**src/rtl/reg_status_file.sv**
```systemverilog
// reg_status_file
//   Architectural register file with rename status for an out-of-order core.
//   Holds 32 x 32-bit values, a busy bit per register and the 4-bit ROB tag
//   of the youngest in-flight producer. Two combinational read ports include
//   a bypass from the retiring ROB entry, so a value committing this cycle
//   is visible at issue without waiting a cycle.
//
// Ports
//   clk, rst                      clock, synchronous active-high reset
//   rdy                           global stall; low freezes all state
//   rs1_addr, rs2_addr            operand register numbers
//   rs1_busy/robnum/value         read port 1 (robnum valid when busy,
//                                 value valid when not busy)
//   rs2_busy/robnum/value         read port 2
//   issue_valid/rd/robnum         rename rd to a ROB entry
//   commit_valid/rd/robnum/data   ROB retirement write
//   flush                         misbranch: drop all speculative renames
module reg_status_file (
   input  logic        clk,
   input  logic        rst,
   input  logic        rdy,
   input  logic [4:0]  rs1_addr,
   input  logic [4:0]  rs2_addr,
   output logic        rs1_busy,
   output logic        rs2_busy,
   output logic [3:0]  rs1_robnum,
   output logic [3:0]  rs2_robnum,
   output logic [31:0] rs1_value,
   output logic [31:0] rs2_value,
   input  logic        issue_valid,
   input  logic [4:0]  issue_rd,
   input  logic [3:0]  issue_robnum,
   input  logic        commit_valid,
   input  logic [4:0]  commit_rd,
   input  logic [3:0]  commit_robnum,
   input  logic [31:0] commit_data,
   input  logic        flush
);

   logic [31:0] value_q [32];
   logic [3:0]  tag_q   [32];
   logic [31:0] busy_q;

   logic commit_ok;
   logic issue_ok;
   logic rs1_bypass;
   logic rs2_bypass;

   // x0 is hardwired: neither rename nor retirement may touch it.
   assign commit_ok = commit_valid && (commit_rd != 5'd0);
   assign issue_ok  = issue_valid && (issue_rd != 5'd0) && !flush;

   // Bypass only when the retiring entry is the one the register still
   // waits on; a stale commit must not make a younger rename look ready.
   always_comb begin
      rs1_bypass = 1'b0;
      if (commit_ok && (commit_rd == rs1_addr) && busy_q[rs1_addr] &&
          (tag_q[rs1_addr] == commit_robnum))
         rs1_bypass = 1'b1;
   end

   always_comb begin
      rs2_bypass = 1'b0;
      if (commit_ok && (commit_rd == rs2_addr) && busy_q[rs2_addr] &&
          (tag_q[rs2_addr] == commit_robnum))
         rs2_bypass = 1'b1;
   end

   // Reads see registered state only (plus commit bypass), never this
   // cycle's issue, so "add x1,x1,x2" picks up the previous mapping of x1.
   always_comb begin
      rs1_busy   = 1'b0;
      rs1_robnum = 4'd0;
      rs1_value  = 32'd0;
      if (rs1_addr != 5'd0) begin
         rs1_busy   = busy_q[rs1_addr] && !rs1_bypass;
         rs1_robnum = tag_q[rs1_addr];
         rs1_value  = rs1_bypass ? commit_data : value_q[rs1_addr];
      end
   end

   always_comb begin
      rs2_busy   = 1'b0;
      rs2_robnum = 4'd0;
      rs2_value  = 32'd0;
      if (rs2_addr != 5'd0) begin
         rs2_busy   = busy_q[rs2_addr] && !rs2_bypass;
         rs2_robnum = tag_q[rs2_addr];
         rs2_value  = rs2_bypass ? commit_data : value_q[rs2_addr];
      end
   end

   // Update order within the block matters: commit first, then flush clears
   // every busy bit, then issue (skipped on flush) overrides the commit's
   // busy/tag effect when both target the same register.
   always_ff @(posedge clk) begin
      if (rst) begin
         busy_q <= 32'd0;
         for (int i = 0; i < 32; i++) begin
            value_q[i] <= 32'd0;
            tag_q[i]   <= 4'd0;
         end
      end else if (rdy) begin
         if (commit_ok) begin
            value_q[commit_rd] <= commit_data;
            if (tag_q[commit_rd] == commit_robnum)
               busy_q[commit_rd] <= 1'b0;
         end
         if (flush)
            busy_q <= 32'd0;
         if (issue_ok) begin
            busy_q[issue_rd] <= 1'b1;
            tag_q[issue_rd]  <= issue_robnum;
         end
      end
   end

endmodule

```
**config.mk**
```make
export PLATFORM = sky130hd
export DESIGN_NAME = reg_status_file
export DESIGN_NICKNAME = d
export VERILOG_FILES = /design/src/rtl/reg_status_file.sv
export SDC_FILE = /design/constraint.sdc
export NUM_CORES = 2
export LEC_CHECK = 0
export CAP_MARGIN = 30
export CORE_ASPECT_RATIO = 0.6
export CORE_UTILIZATION = 57
export CTS_CLUSTER_DIAMETER = 50
export DETAILED_ROUTE_END_ITERATION = 6
export PLACE_DENSITY_LB_ADDON = 0.05
export RECOVER_POWER = 50
export SYNTH_ARGS = -nofsm -noshare
export SYNTH_HDL_FRONTEND = slang
export SYNTH_SLANG_ARGS = --single-unit
```
**constraint.sdc**
```tcl
create_clock -name clk -period 3 [get_ports clk]
set_input_delay 0.3 -clock clk [delete_from_list [all_inputs] [get_ports clk]]
set_output_delay 0.3 -clock clk [all_outputs]
set_load 0.02 [all_outputs]
```
; Yosys cells after proc, flatten, opt, wreduce, memory -nomap -nowiden
; Memories as Yosys holds them, arrays and structs flattened.
; Cells that the tools add are included.
[totals]
register_bits = 32
latch_bits = 0
ramBits = 1152
romBits = 0
inputBits = 66
out_inout_bits = 74
elab_cells = 79
memories = 2
[memory_table]
columns = name, depth, width, rd, rd_ports_with_merged_regs, write_ports, line_no
row1 = value_q, 32, 32, 2, 0, 32, 40  ; logic [31:0] value_q [32];
row2 = tag_q, 32, 4, 3, 0, 32, 41  ; logic [3:0] tag_q [32];
[op_classes]
add_sub_neg = 0
multipliers = 0
div = 0
order_cmp = 6
n_eq_ne = 5
n_shift = 0
n_mux = 40
n_bitwise = 3
reduce_logical = 22
[ops]
columns = operator, count
row1 = 32-bit 2-to-1 mux, 11
row2 = 32-bit bitwise AND, 1
row3 = 32-bit inverter, 1
row4 = 32-bit OR, 1
row5 = 32-bit OR reduction, 1
row6 = 5-bit by 6-bit less-than comparator with 1-bit output (second input constant), 4
row7 = 1-bit 2-to-1 mux, 20
row8 = 5-bit nonzero test, 4
row9 = 1-bit logical AND, 13
row10 = 4-bit equality test, 3
row11 = 4-bit 2-to-1 mux, 3
row12 = 1-bit binary-select mux with 5-bit select, 2
row13 = 1-bit demux with 5-bit select, 2
row14 = 5-bit equality test, 2
row15 = 5-bit by 1-bit >= comparator with 1-bit output (second input constant), 2
row16 = 5-bit 2-to-1 mux, 2
row17 = 4-bit OR reduction, 1
row18 = 1-bit logical NOT, 3

; Logic depth before layout (Yosys ltp)
[depth]
ltp_word = 13
depth_mapped = 13
depth_no_buf = 7

; Worst setup path before layout
; OpenSTA, ideal clock, no wires.
[synth_timing]
kind = input-to-output
start = in rs1_addr[0]
end = out rs1_value[10]
arrival_time_ns = 3.041
required_time_ns = 2.700
setup_slack_ns = -0.341
cell_stages = 9
path_buffers = 4
cell_sequence = buf_2 -> buf_2 -> clkbuf_1 -> buf_1 -> mux4_2 -> mux4_2 -> or2_2 -> o211ai_1 -> mux2i_1
[synth_via]
elab_chain_len = 7
elab_cells_between_ends = 13
cone_classes = eq/ne (2) / mux (5) / reduce/logical (4) / memory (2)
[synth_lines]
columns = element, line_no
row1 = from (decl), 22  ; input logic [4:0] rs1_addr,
row2 = branches (longest 6 deep; another with memory 32 x 4 bit), --
row3 = 32-bit 2-to-1 mux (*), 75  ; if (rs1_addr != 5'd0) begin
row4 = to (decl), 28  ; output logic [31:0] rs1_value,
; Mark *: on every way between the ends. The select of a mux whose other input is x is not followed.

==> flow_summary.ini <==
[clock_tree]
insertion_delay_ps = 750
clk_pin_slew_ps = 60
cts_made_buffers = 114
holdBufCountCts = 0
cts_buffer_depth = 3
tritoncts = yes
h-tree-depth = 3
numClockSinks = 1184
clockRootBuffer = clkbuf_16

[synthesis]
muxShareOfSynthArea = 0.2778
synth-edff-count = 1152
yosys.area_share.simple = 0.1316
synthAdderAreaFrac = 0
avgSynthCellArea_um2 = 15.53
synth_compound_gate_area_share = 0.02249
netlist_area_um2 = 65930
synth-xor-area-share = 0.002657
ys_warn_count = 0
ys_async_sr_fraction = 0
synth-seq-cells = 1184
synth_seq_area_share = 0.5344
synth_top_family_by_area = multiplexers
synthDistinctLibCells = 58
syn_inst = 4244
yosys_most_used_dff = edfxtp_1

[cells_and_area]
drive_gt1_frac = 0.3667
fin_nets = 4589
syn_to_final_growth_pct = 16.63

[floorplan]
rows = 96
core_um2 = 114500
die_x_um = 441.1
die_h_um = 265.4
start_util = 0.5760
die-area_um2 = 117100
io_pins = 140

[timing]
min_period_ps = 4257
drv_slew = 257
hold_viol = 0
tightestPinTransition_ps = 2253
relSlewSlack = -0.5018
fin_ws_ps = -1257
setup_violations = 264
rsz0062_at_grt = true
holdWs_ps = 344.7
fmax_mhz = 234.9
finClkSkew_ps = 17.01
period_share = 1.419

[global_route]
grt_pass1_wl_um = 320200
grt_max_degree = 132
gr-usage-met1 = 0.6134
antenna_found_initial = 23
globalRouteMet2Util = 0.5284
grt.total_usage = 0.3935
grtUsageMet3 = 0.1238
grt_overflow = 0
grt.busiest_layer = met1
grt_pass1_vias = 41990

[routing]
drtAntennaViolNets = 0
drt_drc_violations_left = 0
drt_wl_total_um = 227200
dr.first_iter.drc_count = 7465
dr_total_vias = 43930
routedWlPerCell_um = 36.91
vias_per_cell = 7.135
dr.pass1.iters = 6

[critical_path]
required_ps = 2700
reg2regPathDepth = 9
crit_arrival_ps = 3960
path_class = flip-flop to output pin
ff2ff_setup_slack_ps = 200
cp-start-kind = flip-flop
worst_setup_path_end_kind = output pin
reg2reg_to = busy_q[11]
r2r_start = tag_q[14][1]
crit_fanout = 8

[worst_hold_path]
worst_hold_path.num_cells = 5
min_path_type = primary input to flip-flop
min_from = issue_rd[0]
min_to = busy_q[1]

[place]
port_buffers = 139
pre_cts_ws_ps = -1179
place.gp.congestion = 0.9719
dp_hpwl_um = 144100

[power]
p_leak_nw = 26.93
p_per_area_nw_per_um2 = 534.3
peakVddDrop_v = 0.0005168
total_power_w = 0.04108

[outcome]
status = finished with violations
violations = max-capacitance violations, max-slew violations, negative setup slack

[flow_run]
drv_cap = 5
registers in the layout, summed over array words and instances, names as in the netlist:
register,count
value_q,1024
tag_q,128
busy_q,32
per-layer routing:
layer | wire length, um | vias up
li1 | - | 17150
met1 | 89490 | 22720
met2 | 93910 | 3649
met3 | 36460 | 413
met4 | 7362 | 2
met5 | 13 | -
worst max path at each step:
stage                       startpoint       endpoint  slack, ps
after floorplan            rs1_addr[1]  rs1_value[10]       -140
after global placement     rs1_addr[1]  rs1_value[24]      -1150
after detailed placement   rs1_addr[1]  rs1_value[26]      -1180
after CTS                 tag_q[11][3]  rs1_value[26]      -1270
after global routing      tag_q[11][3]  rs1_value[11]      -1330
final                     tag_q[11][3]  rs1_value[11]      -1260
final cells by class:
cell class	count	area, um2
Clock buffer	143	3055
Sequential cell	1184	35230
Multi-Input combinational cell	2606	29850
Tap cell	1519	1901
Inverter	4	20.02
Antenna cell	16	40.04
Clock inverter	72	754.5
Timing Repair Buffer	613	6041
Fill cell	7852	37570
critical path, cell delays in order, from the launching register on:
cell      delay (ps)
edfxtp_1         480
mux4_2           480
mux4_2           560
mux2i_2          220
xor2_1           200
o21ai_2          100
nor4b_4          230
buf_4            190
buf_12           200
buf_12           160
mux2i_4          230
buf_6            140
cells in the final DEF, fill, tap and decap left out, types with 12 or more instances in the layout:
cell type and instances:
nor2_4 28, edfxtp_1 1152, a21oi_1 31, clkinv_1 20, clkbuf_4 21, o311ai_0 26, mux2_2 41, clkbuf_1 34
clkdlybuf4s50_1 51, and3_1 129, and2_0 186, mux4_2 746, xnor2_1 13, or2_2 70, mux2i_1 29, nor2_1 20
conb_1 36, o21ai_0 49, dfxtp_1 32, o211ai_1 32, buf_4 311, nand2_1 117, and2_1 808, clkinv_2 18
buf_6 70, a22oi_1 21, bufinv_16 13, mux2i_4 58, a21o_1 31, nand3b_1 12, buf_12 85, diode_2 16
clkbuf_2 36, clkbuf_16 117
cells by family (layout without fill, tap and decap cells):
| logic type | Yosys count | in the layout |
|---|---|---|
| AO/OA/AOI/OAI | 219 | 219 |
| flip-flops | 1184 | 1184 |
| XOR/XNOR | 20 | 20 |
| AND/OR/NAND/NOR | 1447 | 1447 |
| other | 1 | 52 |
| multiplexers | 884 | 884 |
| buffers and inverters | 489 | 832 |
synthesized netlist by cell type (all sizes together), types with 4 or more instances:
library cell  number  share of area
a21oi             32         0.0024
edfxtp          1152           0.52
nor3               7        0.00053
mux2i             91          0.014
o311ai            28         0.0037
buf              118         0.0099
a21o              31         0.0035
or2               74         0.0070
nand3             10        0.00076
mux4             750           0.26
clkbuf           367          0.021
nor2b             10        0.00095
and3             129          0.012
a31oi              4        0.00038
mux2              43         0.0073
nand4              9        0.00085
nand2b             4        0.00038
o21ai             50         0.0038
dfxtp             32         0.0097
nand2            117         0.0067
and3b              7        0.00093
nor4               5        0.00047
nand3b            12         0.0014
nor2              52         0.0030
nor3b              6        0.00068
and2             996          0.095
xnor2             13         0.0017
a22oi             22         0.0025
xor2               7        0.00093
o211ai            32         0.0036
per-stage QoR:
step,setup TNS (ps),utilization,std cells,cell area (um2)
6_report,-85530,0.6718,6157,76900
3_5_place_dp,-78010,0.6388,5906,73120
3_3_place_gp,-85540,0.6388,5906,73120
2_1_floorplan,-5238,-,4279,66930
5_1_grt,-91910,0.6715,6143,76860
4_1_cts,-77100,0.6755,6145,77320
power by group:
part | leakage [nW] | switching [W] | internal (W) | total [W]
sequential | 11.2 | 0.000509 | 0.0190 | 0.0195
combinational | 13.9 | 0.00338 | 0.00311 | 0.00649
clock | 1.86 | 0.00670 | 0.00838 | 0.0151
what timing repair did:
item	in CTS	in global routing
setup endpoints to repair	74	74
resized for setup	396	50
pin swaps	5	8
buffers inserted	24	7
cloned	1	0
No activity file was read; power rests on OpenSTA's default activity.
